[config.mk]
export PLATFORM = sky130hd
export DESIGN_NAME = cv32e40p_obi_prefetch_ctrl
export DESIGN_NICKNAME = d
export VERILOG_FILES = /design/src/rtl/cv32e40p_obi_prefetch_ctrl.sv
export SDC_FILE = /design/constraint.sdc
export NUM_CORES = 1
export LEC_CHECK = 0
export ABC_AREA = 1
export BUFFER_PORTS_ARGS = -buffer_cell sky130_fd_sc_hd__buf_2
export CAP_MARGIN = 20
export CORE_MARGIN = 4
export CORE_UTILIZATION = 35
export CTS_CLUSTER_DIAMETER = 40
export DETAILED_ROUTE_END_ITERATION = 6
export PLACE_DENSITY = 0.65
export SYNTH_ARGS = -nofsm -noshare
export SYNTH_HDL_FRONTEND = slang
export SYNTH_SLANG_ARGS = --single-unit
export TNS_END_PERCENT = 10
[constraint.sdc]
create_clock -name clk -period 5.98 [get_ports clk]
set_clock_uncertainty 0.15 [all_clocks]
set_input_delay 0.299 -clock clk [delete_from_list [all_inputs] [get_ports clk]]
set_output_delay 0.299 -clock clk [all_outputs]
set_load 0.02 [all_outputs]
[src/rtl/cv32e40p_obi_prefetch_ctrl.sv]
// cv32e40p_obi_prefetch_ctrl: sequential OBI instruction prefetcher with credit-limited issue, response FIFO and branch discard
module cv32e40p_obi_prefetch_ctrl #(
  parameter int DEPTH = 2
) (
  input  logic        clk,
  input  logic        rst_n,
  input  logic        req_i,
  input  logic        branch_i,
  input  logic [31:0] branch_addr_i,
  output logic        busy_o,
  output logic        trans_valid_o,
  input  logic        trans_ready_i,
  output logic [31:0] trans_addr_o,
  input  logic        resp_valid_i,
  input  logic [31:0] resp_rdata_i,
  input  logic        resp_err_i,
  output logic        fetch_valid_o,
  output logic [31:0] fetch_rdata_o,
  output logic        fetch_err_o,
  input  logic        fetch_ready_i
);
  localparam int CW = $clog2(DEPTH + 1);
  localparam int PW = DEPTH > 1 ? $clog2(DEPTH) : 1;
  logic [31:0]   addr_q, addr_d;
  logic [CW-1:0] out_cnt_q, out_cnt_d, discard_q, discard_d, fifo_cnt_q, fifo_cnt_d;
  logic [PW-1:0] rd_q, rd_d, wr_q, wr_d;
  logic [32:0]   mem_q [DEPTH];
  logic [CW:0]   used;
  logic          accept, drop, push, pop;

  function automatic logic [PW-1:0] nxt(input logic [PW-1:0] p);
    return p == PW'(DEPTH - 1) ? '0 : p + PW'(1);
  endfunction

  // Every outstanding request owns a FIFO slot, so pushes can never overflow
  assign used          = {1'b0, out_cnt_q} + {1'b0, fifo_cnt_q};
  assign trans_valid_o = req_i && !branch_i && (used < (CW+1)'(DEPTH));
  assign trans_addr_o  = addr_q;
  assign fetch_valid_o = (fifo_cnt_q != '0) && !branch_i;
  assign {fetch_err_o, fetch_rdata_o} = fifo_cnt_q != '0 ? mem_q[rd_q] : 33'd0;
  assign busy_o        = (out_cnt_q != '0) || (fifo_cnt_q != '0);
  assign accept        = trans_valid_o && trans_ready_i;
  assign drop          = resp_valid_i && (discard_q != '0);
  assign push          = resp_valid_i && (discard_q == '0) && !branch_i;
  assign pop           = fetch_valid_o && fetch_ready_i;

  always_comb begin
    addr_d     = branch_i ? {branch_addr_i[31:2], 2'b00} : accept ? addr_q + 32'd4 : addr_q;
    out_cnt_d  = out_cnt_q + CW'(accept) - CW'(resp_valid_i);
    discard_d  = branch_i ? out_cnt_q - CW'(resp_valid_i) : discard_q - CW'(drop);
    fifo_cnt_d = branch_i ? '0 : fifo_cnt_q + CW'(push) - CW'(pop);
    rd_d       = branch_i ? '0 : pop ? nxt(rd_q) : rd_q;
    wr_d       = branch_i ? '0 : push ? nxt(wr_q) : wr_q;
  end

  always_ff @(posedge clk or negedge rst_n) begin
    if (!rst_n) begin
      addr_q     <= '0;
      out_cnt_q  <= '0;
      discard_q  <= '0;
      fifo_cnt_q <= '0;
      rd_q       <= '0;
      wr_q       <= '0;
    end else begin
      addr_q     <= addr_d;
      out_cnt_q  <= out_cnt_d;
      discard_q  <= discard_d;
      fifo_cnt_q <= fifo_cnt_d;
      rd_q       <= rd_d;
      wr_q       <= wr_d;
    end
  end

  always_ff @(posedge clk) begin
    if (push) mem_q[wr_q] <= {resp_err_i, resp_rdata_i};
  end
endmodule

==> results of run 1 <==
[sequential cells by signal, summed over array words and instances (netlist names)]
signal,flops
discard_q,2
fifo_cnt_q,2
mem_q,66
out_cnt_q,2
rd_q,1
trans_addr_o,30
wr_q,1
[through the flow]
| step | total power [W] | setup slack [ns] | hold WS, ns |
|---|---|---|---|
| CTS | 0.00224 | 3.40 | 0.00290 |
| detailed placement | 0.00157 | 3.60 | 0.340 |
| finish | 0.00221 | 3.61 | 0.0135 |
| global placement | 0.00156 | 3.61 | 0.334 |
| floorplan | 0.00135 | 1.48 | -0.147 |
| global route | 0.00234 | 3.45 | 0.0161 |
[metal layers]
| layer | vias to the layer above | GRT usage [%] | share of wire [%] |
|---|---|---|---|
| met4 | 0 | 5.25 | 1.3 |
| li1 | 2181 | - | - |
| met1 | 2019 | 20.7 | 44 |
| met5 | - | 0 | 0 |
| met3 | 15 | 3.26 | 4.6 |
| met2 | 87 | 27.2 | 50 |
[how the worst min path moves through the flow]
stage | start | endpoint | slack [ns]
4_1_cts | branch_addr_i[17] | trans_addr_o[17]$_DFFE_PN0P_ | 0.003
5_1_grt | branch_addr_i[27] | trans_addr_o[27]$_DFFE_PN0P_ | 0.02
3_3_place_gp | rst_n | trans_addr_o[22]$_DFFE_PN0P_ | 0.33
6_report | branch_addr_i[27] | trans_addr_o[27]$_DFFE_PN0P_ | 0.01
3_5_place_dp | rst_n | trans_addr_o[22]$_DFFE_PN0P_ | 0.34
2_1_floorplan | rst_n | discard_q[0]$_DFF_PN0_ | -0.15
[cell usage after synthesis, types with 2 or more instances]
cell / count / share of area (%)
xor2_1: 11 / 1.9
buf_2: 7 / 0.68
dfrtp_1: 38 / 18
inv_2: 2 / 0.15
buf_4: 4 / 0.58
nor2_2: 2 / 0.24
o21ai_0: 15 / 1.5
nand3_1: 41 / 4.0
inv_1: 44 / 3.2
o21bai_1: 7 / 1.0
edfxtp_1: 66 / 38
xnor2_1: 5 / 0.85
o211ai_1: 5 / 0.73
nor2_1: 39 / 2.8
nand2_4: 3 / 0.66
or2_2: 2 / 0.24
ha_1: 7 / 1.7
nor3_1: 4 / 0.39
a21oi_1: 36 / 3.5
nand2_1: 190 / 14
nand2_2: 2 / 0.24
nor2_4: 9 / 2.0
clkbuf_1: 7 / 0.51
[worst register-to-register path: stages, from the launching register on]
cell and delay [ns]:
dfrtp_1 0.41, nand2_1 0.08, inv_1 0.04, fa_1 0.44
inv_1 0.12, nand4_4 0.26, nand2_4 0.28, inv_2 0.20
nand2_1 0.10, nand2_1 0.05, o21bai_1 0.14
[cell families (layout without fill, tap and decap cells)]
kind of cell             after synthesis  count (layout)
AND/OR/NAND/NOR                      297             297
multiplexers                           1               1
XOR/XNOR                              16              16
flip-flops                           104             104
adder cells (fa/ha/maj)                8               8
AO/OA/AOI/OAI                         67              67
other                                  1               2
buffers and inverters                 67             238
[final cells by class]
type / instances / area (sq um)
Timing Repair Buffer: 175 / 1080
Fill cell: 1431 / 7780
Clock inverter: 7 / 93.8
Sequential cell: 104 / 2930
Inverter: 47 / 178
Clock buffer: 9 / 225
Multi-Input combinational cell: 391 / 1950
Tap cell: 184 / 230
[what timing repair did]
action,CTS,global route
hold buffers,35,0
setup endpoints to repair,0,0
endpoints found under the hold margin,105,0
[where the power goes]
group / leakage (nW) / switching, W / total (W) / internal [W]
registers: 1.06 / 0.0000820 / 0.000936 / 0.000854
logic: 1.80 / 0.000415 / 0.000636 / 0.000221
clock network: 0.155 / 0.000300 / 0.000640 / 0.000340
==> flow_summary_export.csv, run 1 <==
group,metric,value,unit
finish,final_common_cell,"nand2_1",
cts,post_cts.repair.setup_buffers,0,
routing,vias_per_cell,4.69,
floorplanning,start_util,35.6,%
synth,synthAdderAreaFrac,2.09,%
global_route,antenna_found_initial,0,
worst_setup_path,cp_max_fo,18,
sta,grt_setup_unrepaired,"no",
worst_setup_path,cp.arrival,2.46,ns
synth,synth_cell_type_count,38,
synth,synth-compound-area-share,7.21,%
finish,final-instance-count-excl-fill,917,
finish,finalInstanceArea,6700,sq um
synth,synth_edf_count,66,
worst_setup_path,slowest_stage,"fa_1",
worst_setup_path,crit_start,"fifo_cnt_q[0]$_DFF_PN0_",
worst_setup_path,crit_chain,"nand2_1 > inv_1 > fa_1 > inv_1 > nand4_4 > nand2_4 > inv_2 > nand2_1 > nand2_1 > o21bai_1",
cts,clock_path_buffers,2,
routing,vias,4302,
placement,place_hpwl,9090,um
cts,cts_tree,"yes",
sta,fin_crit_sh,39.7,%
finish,final_nets,808,
run,drv_cap,0,
routing,drt-pass1-iter-count,5,
synth,async_flop_share,36.5,%
synth,syn_avg_cell_area,9.19,sq um
worst_setup_path,worstSetupPathType,"reg -> reg",
cts,cts_made_buffers,9,
global_route,grt_pass1_wl,20900,um
global_route,grt_usage,16.1,%
worst_setup_path,crit_top_cell,"nand2_1",
global_route,grt_pass1_vias,4044,
worst_setup_path,cp_num_buf_inv,3,
sta,slew_violations,0,
floorplanning,num_rows,44,
worst_setup_path,crit_path_start_kind,"flop",
worst_setup_path,reg2reg_to,"trans_addr_o[19]$_DFFE_PN0P_",
floorplanning,dieArea,16700,sq um
worst_setup_path,crit_cells,10,
synth,netlist_area,5150,sq um
worst_setup_path,cp_top_family,"simple AND/OR/NAND/NOR gates",
cts,cts.reportedPaths.clkPinSlew,0.08,ns
sta,maxSlewHeadroom,38.2,%
synth,synth_xor_area_share,2.72,%
floorplanning,die_w,129,um
worst_setup_path,ff2ff_path_depth,10,
worst_setup_path,end_kind,"flop",
pwr,pwr_density_cell,330,nW/um^2
global_route,grt.overflow.total,0,
routing,drt_wl_total,13400,um
worst_setup_path,required,6.07,ns
placement,io_buffers,135,
finish,area_growth,29.9,%
finish,diodes,0,
synth,synth-main-ff-cell,"edfxtp_1",
synth,yosysSeqAreaShare,56.9,%
sta,finalHoldViolations,0,
routing,wire_per_inst,14.6,um
min_path,min_delay_path_depth,3,
synth,synthSimpleGateAreaFrac,25.3,%
cts,cts-resized-gates,0,
cts,cts_root_buf,"clkbuf_16",
worst_setup_path,max_stage_delay,0.44,ns
sta,worst_pin_slew,0.928,ns
floorplanning,die_y,129,um
min_path,hold_class,"in -> reg",
synth,netlist_instances,561,
synth,ys_ff_latch,104,
floorplanning,coreArea,14500,sq um
routing,ant_nets,0,
routing,drtIter0Drc,217,
global_route,grt_max_degree,39,
finish,utilization,46.2,%
sta,finalSetupTns,0,ns
routing,drcViolationCount,0,
cts,clock_latency,0.35,ns
synth,muxShareOfSynthArea,0.194,%
finish,layout.cells.most_common_list,"190 x nand2_1, 135 x buf_2, 66 x edfxtp_1",
placement,dp.cells,865,
status,status,"finished, final reports clean",
floorplanning,ios,140,
sta,min_period,2.37,ns
worst_setup_path,cp-endpoint,"trans_addr_o[19]$_DFFE_PN0P_",
pwr,vdd_drop_max,137,uV
worst_setup_path,r2r_setup_slack,3.61,ns
sta,fmax,421,MHz
sta,setup_violations,0,
pwr,cellLeakagePower,3.02,nW
synth,synth_top_family_by_area,"simple AND/OR/NAND/NOR gates",
placement,gp_congestion,0.892,
finish,drive_gt1_share,24.7,%
cts,htreeDepth,3,
synth,ys_warn_count,0,
worst_setup_path,r2r_start,"fifo_cnt_q[0]$_DFF_PN0_",
cts,cts_sinks,104,
placement,place_area,6000,sq um
Note: power is estimated with default switching activity, not from simulation.
==> run 2, diff against run 1 <==
--- a/config.mk
+++ b/config.mk
@@ -12,7 +12,7 @@
 export CORE_UTILIZATION = 35
 export CTS_CLUSTER_DIAMETER = 40
 export DETAILED_ROUTE_END_ITERATION = 6
-export PLACE_DENSITY = 0.65
+export PLACE_DENSITY = 0.67
 export SYNTH_ARGS = -nofsm -noshare
 export SYNTH_HDL_FRONTEND = slang
 export SYNTH_SLANG_ARGS = --single-unit
==> constraint.sdc (replaced) <==
create_clock -name clk -period 2 [get_ports clk]
set_clock_uncertainty 0.15 [all_clocks]
set_input_delay 0.1 -clock clk [delete_from_list [all_inputs] [get_ports clk]]
set_output_delay 0.1 -clock clk [all_outputs]
set_load 0.02 [all_outputs]
==> flow_summary_export.csv, run 2 (synthesis results as in run 1) <==
group,metric,value,unit
status,status,"finished, final reports clean",
routing,vias_per_cell,4.67,
routing,drt_wl_total,13400,um
floorplanning,die_w,129,um
sta,setup_violations,0,
min_path,hold_path.startpoint,"branch_i",
sta,min_period,1.98,ns
run,drv_cap,0,
worst_setup_path,cp_max_fo,6,
global_route,grt_max_degree,39,
cts,cts.reportedPaths.clkPinSlew,0.07,ns
worst_setup_path,required,2.09,ns
finish,fillCellCount,1332,
sta,fin_crit_sh,99.2,%
routing,vias,4541,
global_route,grt_usage,16.2,%
floorplanning,dieArea,16700,sq um
finish,final_common_cell,"nand2_1",
min_path,hold_path_end,"rd_q$_DFFE_PN0P_",
worst_setup_path,r2r_start,"fifo_cnt_q[0]$_DFF_PN0_",
finish,utilization,50.5,%
finish,diodes,0,
sta,fmax,504,MHz
placement,io_buffers,135,
finish,layout.cells.most_common_list,"189 x nand2_1, 134 x buf_2, 66 x dlygate4sd3_1, 66 x edfxtp_1, 42 x inv_1",
finish,largest_reg_flops,66,
pwr,pwr_density_cell,917,nW/um^2
routing,drt-pass1-iter-count,5,
placement,gp_congestion,0.834,
min_path,hold_class,"in -> reg",
sta,finalHoldViolations,0,
placement,place_hpwl,9370,um
floorplanning,coreArea,14500,sq um
floorplanning,die_y,129,um
finish,multi_input_area,2020,sq um
global_route,grt_pass1_vias,4440,
finish,seqCellArea,2930,sq um
worst_setup_path,r2r_setup_slack,0.02,ns
cts,cts_tree,"yes",
finish,regMostFlops,"mem_q",
cts,clock_latency,0.34,ns
cts,cts_made_buffers,9,
worst_setup_path,reg2reg_to,"trans_addr_o[29]$_DFFE_PN0P_",
min_path,min_delay_path_depth,4,
routing,drtIter0Drc,337,
worst_setup_path,crit_path_start_kind,"flop",
global_route,antenna_found_initial,0,
routing,wire_per_inst,13.8,um
global_route,grt.overflow.total,0,
worst_setup_path,worstSetupPathType,"reg -> reg",
finish,area_growth,41.8,%
sta,finalSetupTns,0,ns
sta,grt_setup_unrepaired,"yes",
cts,cts_root_buf,"clkbuf_16",
cts,clock_path_buffers,2,
finish,drive_gt1_share,27.7,%
floorplanning,num_rows,44,
global_route,grt_pass1_wl,21400,um
pwr,vdd_drop_max,392,uV
floorplanning,ios,140,
worst_setup_path,end_kind,"flop",
routing,drcViolationCount,0,
worst_setup_path,cp.arrival,2.07,ns
floorplanning,start_util,35.6,%
worst_setup_path,ff2ff_path_depth,12,
sta,slew_violations,0,
cts,htreeDepth,3,
finish,final_nets,863,
cts,cts_sinks,104,
routing,ant_nets,0,
pwr,cellLeakagePower,3.28,nW
run 2: timing repair:
item                                   CTS  global route
hold buffers                            66             0
endpoints found under the hold margin  136             0
gates cloned                             0             1
setup endpoints to repair               26            58
resized for setup                        7            27
pin swaps                                0             5
setup buffers                            0             3
run 2: cell type report:
cell class,instances,area share (%)
Multi-Input combinational cell,391,27.6
Clock inverter,6,0.805
Inverter,47,2.59
Tap cell,184,3.15
Timing Repair Buffer,230,22.6
Sequential cell,104,40.1
Clock buffer,10,3.13
run 2: how the worst max path moves through the flow:
stage                     slack [ns]  depth (start not counted)               startpoint                            to
after floorplan                -0.20                          8   out_cnt_q[1]$_DFF_PN0_        out_cnt_q[1]$_DFF_PN0_
after CTS                     -0.007                         11  fifo_cnt_q[0]$_DFF_PN0_  trans_addr_o[24]$_DFFE_PN0P_
after detailed placement       -0.03                          9  fifo_cnt_q[0]$_DFF_PN0_   trans_addr_o[4]$_DFFE_PN0P_
after global placement        -0.008                          9  fifo_cnt_q[0]$_DFF_PN0_  trans_addr_o[20]$_DFFE_PN0P_
after global routing           -0.08                         12  fifo_cnt_q[0]$_DFF_PN0_  trans_addr_o[29]$_DFFE_PN0P_
final                           0.02                         12  fifo_cnt_q[0]$_DFF_PN0_  trans_addr_o[29]$_DFFE_PN0P_
run 2: power breakdown:
part | switching, W | internal [W]
Sequential | 0.000251 | 0.00255
Clock | 0.000836 | 0.000879
Combinational | 0.00132 | 0.000855
Total | 0.00241 | 0.00429
run 2: layer usage:
layer	up-vias	part of all wire, %	track usage (%)
li1	2284	-	-
met2	147	48	27.0
met5	-	0	0
met3	14	6.5	2.72
met4	0	1.4	5.93
met1	2096	45	21.4
run 2: worst max-delay path: stages, from the launching register on:
cell,delay (ns)
dfrtp_1,0.39
nand2_1,0.08
inv_2,0.04
fa_2,0.52
inv_2,0.05
nand4_4,0.08
buf_6,0.15
nand2_8,0.08
inv_8,0.08
buf_12,0.11
nor2_1,0.04
nand2_1,0.06
nand2_1,0.04
run 2: stage by stage:
stage               power, W  hold WS (ns)  instances  setup WS [ns]  instance area [sq um]
floorplan            0.00405        -0.346        562         -0.198                   5180
detailed placement   0.00483       -0.0577        886        -0.0280                   6230
global placement     0.00480       -0.0619        886       -0.00828                   6230
finish               0.00670        0.0317        972         0.0167                   7310
global route         0.00708        0.0697        972        -0.0797                   7310
CTS                  0.00668        0.0285        968       -0.00653                   7190
